**src/rtl/uio_prbs_pkg.sv**
```systemverilog
// Shared types and constants for the user-IO PRBS-31 generator/checker.
package uio_prbs_pkg;

  typedef enum logic [1:0] {
    ST_IDLE  = 2'd0,
    ST_RUN   = 2'd1,
    ST_DRAIN = 2'd2,
    ST_DONE  = 2'd3
  } prbs_state_e;

  // Polynomial x^31 + x^28 + 1
  localparam int PRBS_TAP_HI = 31;
  localparam int PRBS_TAP_LO = 28;

  localparam logic [30:0] PRBS_DEFAULT_SEED = 31'h7FFF_FFFF;
  localparam logic [31:0] NO_ERR_IDX        = 32'hFFFF_FFFF;
  localparam logic [31:0] CNT_MAX           = 32'hFFFF_FFFF;

endpackage

```
**src/rtl/prbs31_word.sv**
```systemverilog
// Combinational PRBS-31 word builder: runs WIDTH LFSR steps from 'state'.
// Bit 0 of 'word' is the first generated bit; 'next_state' is the LFSR
// after the whole word.
module prbs31_word
  import uio_prbs_pkg::*;
#(
  parameter int WIDTH = 128
) (
  input  logic [30:0]      state,
  output logic [WIDTH-1:0] word,
  output logic [30:0]      next_state
);

  logic [30:0] lfsr_s;
  logic        bit_s;

  // Unroll WIDTH shift steps of the Fibonacci LFSR.
  always_comb begin
    lfsr_s = state;
    bit_s  = 1'b0;
    word   = '0;
    for (int i = 0; i < WIDTH; i++) begin
      bit_s   = lfsr_s[PRBS_TAP_HI-1] ^ lfsr_s[PRBS_TAP_LO-1];
      word[i] = bit_s;
      lfsr_s  = {lfsr_s[29:0], bit_s};
    end
    next_state = lfsr_s;
  end

endmodule

```
**config.mk**
```make
export PLATFORM = sky130hd
export DESIGN_NAME = prbs31_word
export DESIGN_NICKNAME = d
export VERILOG_FILES = /design/src/rtl/uio_prbs_pkg.sv /design/src/rtl/prbs31_word.sv
export SDC_FILE = /design/constraint.sdc
export NUM_CORES = 1
export LEC_CHECK = 0
export ABC_AREA = 1
export BUFFER_PORTS_ARGS = -buffer_cell sky130_fd_sc_hd__buf_2
export CORE_AREA = 2 2 74 76
export DETAILED_ROUTE_END_ITERATION = 6
export DIE_AREA = 0 0 76 78
export PLACE_DENSITY = 0.9
export SLEW_MARGIN = 25
export SYNTH_ARGS = -nofsm -noshare
export SYNTH_HDL_FRONTEND = slang
export SYNTH_SLANG_ARGS = --single-unit
```
**constraint.sdc**
```tcl
create_clock -name vclk -period 3.8
set_input_delay 0.76 -clock vclk [all_inputs]
set_output_delay 0.76 -clock vclk [all_outputs]
set_load 0.01 [all_outputs]
```
### Word-level counts from Yosys, hierarchy flattened

Cells that the tools add are included.

| word-level totals | value |
|---|---|
| register bits after elaboration | 0 |
| input bits | 31 |

| cells by class | value |
|---|---|
| bitwise gates (word level) | 128 |

Operators with widths:

| kind | count |
|---|---|
| $xor A1 B1 Y1 | 128 |

### Depth between registers and ports, before layout

Gate-level depths: netlist (run 1).

| logic depth | value |
|---|---|
| depth after elaboration | 5 |
| depth in mapped cells | 11 |
| gate-level depth less buffers | 10 |

### Worst setup path after synthesis (run 1)

Ideal clock, no wire load.

| timing | value |
|---|---|
| path type | input to output |
| start | in state[20] |
| end | out word[97] |
| required time | 3040 ps |
| path buffers | 2 |
| arrival | 2128 ps |
| cell stages on the path | 10 |
| slack | 912 ps |
| path through | buf_2 -> xor2_1 -> nand2_1 -> nand2_1 -> inv_1 -> nand2_1 -> nand2_1 -> nand2_1 -> nand2_1 -> buf_4 |

| between the ends | value |
|---|---|
| word-level cells in the longest chain between the ends | 4 |
| elaborated cells between the ends (all ways) | 8 |

RTL lines:

| what | line | RTL |
|---|---|---|
| start: declaration | prbs31_word.sv:9 | `input logic [30:0] state,` |
| $xor A1 B1 Y1 | prbs31_word.sv:23 | `bit_s = lfsr_s[PRBS_TAP_HI-1] ^ lfsr_s[PRBS_TAP_LO-1];` |
| net word[7] | prbs31_word.sv:10 | `output logic [WIDTH-1:0] word,` |
| $xor A1 B1 Y1 | prbs31_word.sv:23 |  |
| net word[38] | prbs31_word.sv:10 |  |
| $xor A1 B1 Y1 | prbs31_word.sv:23 |  |
| net word[66] | prbs31_word.sv:10 |  |
| $xor A1 B1 Y1 | prbs31_word.sv:23 |  |
| end: declaration | prbs31_word.sv:10 |  |

The timed path passes the listed nets, and every way through them passes these cells.

### Worst setup path after layout (run 1)

| timing | value |
|---|---|
| start | in state[27] |
| end | out next_state[6] |

| between the ends | value |
|---|---|
| word-level cells in the longest chain between the ends | 5 |
| elaborated cells between the ends (all ways) | 11 |

RTL lines:

| what | line | RTL |
|---|---|---|
| $xor A1 B1 Y1 (4 in a row) | prbs31_word.sv:23 |  |
| $xor A1 B1 Y1 (*) | prbs31_word.sv:23 |  |
| end: declaration | prbs31_word.sv:11 | `output logic [30:0] next_state` |

Mark *: on every way between the ends. The rest lies on a longest branch, timed or not.

==> results of run 1 <==
==> report_power, final <==
group	internal, mW	switching, mW	leakage (nW)
clock	0	0	0
combinational	0.424	0.660	1.86
sequential	0	0	0
==> cells by family after synthesis <==
family,after synthesis,synth area share
xor gates and xnor gates,94,0.460
and+or+nand+nor,195,0.358
buffers and inverters,70,0.181
==> synth_stat cells <==
| cell type | n | area [um^2] |
|---|---|---|
| clkinv_1 | 1 | 3.75 |
| xnor2_1 | 31 | 272 |
| nand3_1 | 19 | 95.1 |
| inv_1 | 34 | 128 |
| xor2_2 | 18 | 293 |
| nand2_1 | 174 | 653 |
| inv_2 | 1 | 3.75 |
| buf_2 | 2 | 10.0 |
| buf_4 | 32 | 240 |
| xor2_1 | 44 | 385 |
| xor2_4 | 1 | 27.5 |
| nand2_2 | 2 | 12.5 |
==> worst max path at each step <==
stage | to | slack [ns] | cells past startpoint | start
2_1_floorplan | word[97] | 0.91 | 10 | state[20]
3_3_place_gp | next_state[6] | 0.97 | 12 | state[27]
3_5_place_dp | next_state[6] | 0.89 | 12 | state[27]
4_1_cts | next_state[6] | 0.88 | 12 | state[27]
5_1_grt | next_state[9] | 0.66 | 12 | state[27]
6_report | next_state[6] | 0.87 | 12 | state[27]
==> metal layers <==
metal | vias up | track usage | wire (um)
met4 | 0 | 0.0418 | 113
met5 | - | 0 | 0
li1 | 1329 | - | -
met1 | 1152 | 0.211 | 2460
met3 | 14 | 0.0198 | 362
met2 | 125 | 0.404 | 3310
==> metrics by stage <==
stage                     hold WS (ns)  power [mW]   util
after floorplan                   1.60       0.781      -
after global placement            1.89        1.07  0.577
after detailed placement          1.90        1.09  0.577
after CTS                         1.90        1.09  0.577
after global routing              1.92        1.18  0.577
final                             1.90        1.08  0.577
==> cell type report <==
cell class | instances | area [um^2]
Multi-Input combinational cell | 289 | 1740
Fill cell | 464 | 2130
Timing Repair Buffer | 190 | 951
Tap cell | 70 | 87.6
Inverter | 36 | 135
==> results.toml, run 1 <==
[run_status]
status = "finished, final reports clean"

[synthesis]
syn_nets = 390
synth_warnings = 0
netlist_area_mm2 = 0.00212
ys_types = 12
syn_inst = 359
synth-seq-area-share = 0
syn_avg_cell_area_um2 = 5.91

[finish]
final_cell_mix = "buf_2 (190), nand2_1 (174), xor2_1 (44)"
seq_cell_count = 0
drive_gt1_frac = 0.412
fin_area_mm2 = 0.00291
area_growth_pct = 37.1
layout.cells.non_filler = 585
register_area_um2 = 0
final_common_cell = "buf_2"
fin_nets = 548
diodes = 0
nClkBuffers = 0

[setup_path]
cp_cell_sequence = "buf_2, inv_1, nand2_1, nand2_1, nand2_1, nand2_1, nand2_1, nand2_1, nand2_1, nand3_1, nand2_1, buf_2"
crit_path_top_delay_cell = "nand2_1"
start_kind = "input pin"
cp.arrival_ns = 2.17
end_kind = "primary output"
critical_path_required_ns = 3.04
crit_buf_inv = 3
crit_path_max_fanout = 7
crit_top_cell = "nand2_1"
slowest_delay_ns = 0.18
crit_type = "input pin to primary output"
cp_top_family = "simple AND/OR/NAND/NOR gates"

[sta]
finalCritPeriodShare = 0.770
finalHoldViolations = 0
finalMaxSlewViolations = 0
finalSetupViolCount = 0
slew_headroom = 0.573
max_clock_freq_mhz = 342
fin_crit_ns = 2.93
tns_ns = 0
rsz0062_at_grt = "false"
worstMarginPinSlew_ns = 0.635
setup_ws_ns = 0.874

[clock_network]
postCtsHoldBufs = 0
post_cts_resized = 0
cts_setup_buffers = 0

[detailed_routing]
vias = 2620
viasPerCell = 4.48
wirelength_mm = 6.24
drc = 0
ant_nets = 0
wire_per_inst_um = 10.7
drtPass1Iterations = 4
drt_iter0_drc = 81

[job]
cap_violations = 0

[placed_design]
globalplace.congestion = 0.915
port_buffers = 190
hpwl_mm = 5.53
dp_slack_ns = 0.893
postPlaceCellArea_mm2 = 0.00291
post-place-cells = 585

[worst_hold_path]
min_to = "word[12]"
hold_depth = 3
hold_start = "state[18]"
hold_class = "input pin to primary output"

[global_route]
grt.overflow.total = 0
grt_max_degree = 8
grt_first_pass_wirelength_mm = 10.2
grtUsageTotal = 0.195
antenna_found_initial = 0
grt_pass1_vias = 2418

[floorplanning]
initial_utilization = 0.421
die_w_um = 76
die-area_mm2 = 0.00593
fp.dieH_um = 78
std_cell_rows = 26
core_area_mm2 = 0.00504
io_pins = 190

[power_and_ir_drop]
leakagePower_nw = 1.86
peakVddDrop_mv = 0.254
powerDensity_mw_per_mm2 = 372
Note: power is estimated with default switching activity, not from simulation.
==> run 2, diff against run 1 <==
Settings changed: ABC_AREA 1 to 0, CORE_AREA 2 2 74 76 to 2 2 73 75, DIE_AREA 0 0 76 78 to 0 0 75 77, PLACE_DENSITY 0.9 to 0.85.
Clock period 3.8 ns to 3 ns, I/O delays scaled along.
==> results.toml, run 2 <==
[detailed_routing]
ant_nets = 0
viasPerCell = 4.14
drt_iter0_drc = 27
drtPass1Iterations = 4
vias = 1662
wire_per_inst_um = 12.4
wirelength_mm = 4.95
drc = 0

[power_and_ir_drop]
totalPowerFinal_mw = 0.790
leakagePower_nw = 1.33
peakVddDrop_mv = 0.159
powerDensity_mw_per_mm2 = 332

[finish]
multi_input_area_mm2 = 0.00132
final_cell_mix = "buf_2 (190), xor2_1 (82), xnor2_1 (39)"
seq_cell_count = 0
drive_gt1_frac = 0.607
area_growth_pct = 33.7
fin_area_mm2 = 0.00238
final_common_cell = "buf_2"
fill_cells = 493
diodes = 0
utilization = 0.478
nClkBuffers = 0
fin_nets = 364
register_area_um2 = 0

[floorplanning]
die_w_um = 75
std_cell_rows = 26
core_area_mm2 = 0.00498
io_pins = 190
die-area_mm2 = 0.00578
initial_utilization = 0.357
fp.dieH_um = 77

[synthesis]
synth_top_family_by_area = "XOR/XNOR gates"
synth_xor_area_frac = 0.741
syn_inst = 201
ys_types = 10
synthAdderAreaFrac = 0
syn_nets = 232
synth_compound_area_frac = 0
syn_avg_cell_area_um2 = 8.85
ys_top_cells_by_count = "xor2_1 (82), buf_4 (53), xnor2_1 (39)"
synth_area_leaders = "xor2_1 (40%), buf_4 (22%), xnor2_1 (19%)"
netlist_area_mm2 = 0.00178
synth_warnings = 0
synth-seq-area-share = 0
synth_mux_area_frac = 0
yosysTopAreaCellShare = 0.404
synth-simple-area-share = 0
yosys.cell_count.top_type = "xor2_1"
yosysTopAreaCell = "xor2_1"

[worst_hold_path]
hold_class = "input pin to primary output"
min_to = "word[94]"
hold_depth = 3
hold_start = "state[29]"

[global_route]
grt_first_pass_wirelength_mm = 7.31
grt_pass1_vias = 1534
grtUsageTotal = 0.151
grt_max_degree = 9
antenna_found_initial = 0
grt.overflow.total = 0

[setup_path]
end_kind = "primary output"
worstSetupPathDepth = 4
crit_type = "input pin to primary output"
crit_buf_inv = 2
crit_path_top_delay_cell = "xnor2_2"
crit_path_max_fanout = 7
cp.arrival_ns = 1.61
crit_top_cell = "buf_2"
cp_cell_sequence = "buf_2, xnor2_2, xnor3_1, buf_2"
critical_path_required_ns = 2.40
start_kind = "input pin"
slowest_delay_ns = 0.41
cp_top_family = "XOR/XNOR gates"

[sta]
worstMarginPinSlew_ns = 0.494
finalCritPeriodShare = 0.737
finalSetupViolCount = 0
finalMaxSlewViolations = 0
rsz0062_at_grt = "false"
slew_headroom = 0.668
setup_ws_ns = 0.788
tns_ns = 0
finalHoldViolations = 0
fin_crit_ns = 2.21
max_clock_freq_mhz = 452

[clock_network]
post_cts_resized = 0
postCtsHoldBufs = 0
cts_setup_buffers = 0

[placed_design]
postPlaceCellArea_mm2 = 0.00238
dp_slack_ns = 0.779
hpwl_mm = 4.34
globalplace.congestion = 0.744
port_buffers = 190

[run_status]
status = "finished, final reports clean"

[job]
cap_violations = 0
==> run 2: worst max path at each step <==
stage	startpoint	endpoint
floorplan	state[21]	word[118]
global placement	state[26]	word[85]
detailed placement	state[26]	word[85]
CTS	state[26]	word[85]
global route	state[27]	word[115]
finish	state[25]	word[86]
==> run 2: area by class of cell <==
| cell class | instances | share of cell area |
|---|---|---|
| inverters | 6 | 0.00947 |
| multi-input cells | 135 | 0.554 |
| well taps | 70 | 0.0368 |
| repair buffers | 190 | 0.400 |
==> run 2: logic make-up after synthesis <==
group,Yosys count
XOR/XNOR,135
buffers and inverters,66
==> run 2: per-stage QoR <==
stage	instances	hold slack, ns
floorplan	201	1.28
global placement	401	1.56
detailed placement	401	1.57
CTS	401	1.57
global route	401	1.59
finish	401	1.57
==> run 2: report_power, final <==
| group | total, mW | leakage (nW) | internal, mW | switching, mW |
|---|---|---|---|---|
| logic | 0.790 | 1.33 | 0.339 | 0.451 |
| clock network | 0 | 0 | 0 | 0 |
| registers | 0 | 0 | 0 | 0 |
| total | 0.790 | 1.33 | 0.339 | 0.451 |
==> run 2: routing by layer <==
metal / global-route usage / wire length, um / vias up
met5: 0 / 0 / -
met4: 0.00714 / 12 / 0
met3: 0 / 318 / 2
met2: 0.307 / 2700 / 96
met1: 0.178 / 1920 / 761
li1: - / - / 803
==> run 3, diff against run 2 <==
Settings changed: ABC_AREA 0 to 1, CORE_AREA 2 2 73 75 to default, CORE_UTILIZATION from default to 36, DIE_AREA 0 0 75 77 to default, PLACE_DENSITY 0.85 to 0.83.
Clock period 3 ns to 1.93 ns, I/O delays scaled along.
==> results.toml, run 3 (synthesis results as in run 1) <==
[finish]
fin_nets = 618
register_area_um2 = 0
multi_input_area_mm2 = 0.00257
seq_cell_count = 0
fill_cells = 348
final_common_cell = "buf_2"
area_growth_pct = 112
layout.cells.non_filler = 657
final_cell_mix = "buf_2 (170), nand2_1 (116), buf_4 (62)"
drive_gt1_frac = 0.685
fin_area_mm2 = 0.00450
utilization = 0.803
nClkBuffers = 0
diodes = 0

[setup_path]
cp.arrival_ns = 1.60
crit_type = "input pin to primary output"
end_kind = "primary output"
start_kind = "input pin"
critical_path_required_ns = 1.54
crit_path_max_fanout = 4

[global_route]
grtUsageTotal = 0.214
antenna_found_initial = 0
grt_pass1_vias = 2555
grt_max_degree = 7
grt.overflow.total = 0
grt_first_pass_wirelength_mm = 11.2

[sta]
setup_ws_ns = -0.0526
finalMaxSlewViolations = 0
rsz0062_at_grt = "true"
worstMarginPinSlew_ns = 0.381
holdWs_ns = 1.16
tns_ns = -0.262
fin_crit_ns = 1.98
finalHoldViolations = 0
slew_headroom = 0.745
finalSetupViolCount = 8
max_clock_freq_mhz = 504
finalCritPeriodShare = 1.03

[floorplanning]
die_w_um = 78.8
die-area_mm2 = 0.00621
io_pins = 190
fp.dieH_um = 78.8
std_cell_rows = 27
initial_utilization = 0.379
core_area_mm2 = 0.00561

[placed_design]
postPlaceCellArea_mm2 = 0.00352
port_buffers = 190
globalplace.congestion = 0.885
hpwl_mm = 6.20
post-place-cells = 635
dp_slack_ns = -0.117

[power_and_ir_drop]
totalPowerFinal_mw = 2.90
peakVddDrop_mv = 0.491
leakagePower_nw = 2.48
powerDensity_mw_per_mm2 = 644

[detailed_routing]
viasPerCell = 4.73
drtPass1Iterations = 4
wire_per_inst_um = 13.8
vias = 3108
drt_iter0_drc = 108
drc = 0
wirelength_mm = 9.10
ant_nets = 0

[worst_hold_path]
min_to = "word[10]"
hold_start = "state[20]"
hold_depth = 3
hold_class = "input pin to primary output"

[job]
cap_violations = 0

[run_status]
violations = "negative setup slack"
status = "finished with violations"

[clock_network]
postCtsHoldBufs = 0
==> run 3: cell types whose count changed in the layout (fill, tap and decap cells not counted), moves of 22 or more <==
cell | before | now
nand2_1 | 0 | 116
buf_4 | 0 | 62
xor2_1 | 82 | 20
nand2_2 | 0 | 46
xor2_4 | 0 | 24
xnor2_1 | 39 | 17
==> run 3: what timing repair did <==
action                                  in CTS  in global routing
resized for setup                           30                141
endpoints found under the setup margin      40                 56
pin swaps                                   12                 56
setup buffers                                3                 19
==> run 3: critical path, cell delays in order <==
cell and delay, ns:
buf_6 0.11, buf_12 0.13, xor2_4 0.22, nand2_1 0.09
nand2_2 0.10, inv_2 0.06, nand2_2 0.07, nand2_2 0.07
nand2_1 0.12, nand2_1 0.09, buf_2 0.14
==> run 3: cell type report <==
type / instances / share of cell area
Inverter: 36 / 0.0317
Multi-Input combinational cell: 289 / 0.572
Tap cell: 72 / 0.0200
Timing Repair Buffer: 260 / 0.377
==> run 3: worst max-delay path by stage <==
stage,start,end,slack [ns],cells after the start
after floorplan,state[20],word[97],0.003,10
after global placement,state[20],next_state[30],-0.04,10
after detailed placement,state[23],next_state[11],-0.12,8
after CTS,state[11],word[106],-0.01,6
after global routing,state[25],next_state[7],-0.11,11
final,state[22],word[120],-0.05,11
==> run 3: routing by layer <==
metal  global-route usage  vias up  part of all wire
met4               0.0241        0             0.028
met1                0.240     1482              0.35
met2                0.446      125              0.59
met3              0.00920       32             0.034
li1                     -     1469                 -
met5                    0        -                 0
==> run 3: power breakdown <==
part	total, mW	switching [mW]	internal, mW
combinational	2.90	1.63	1.27
clock	0	0	0
sequential	0	0	0
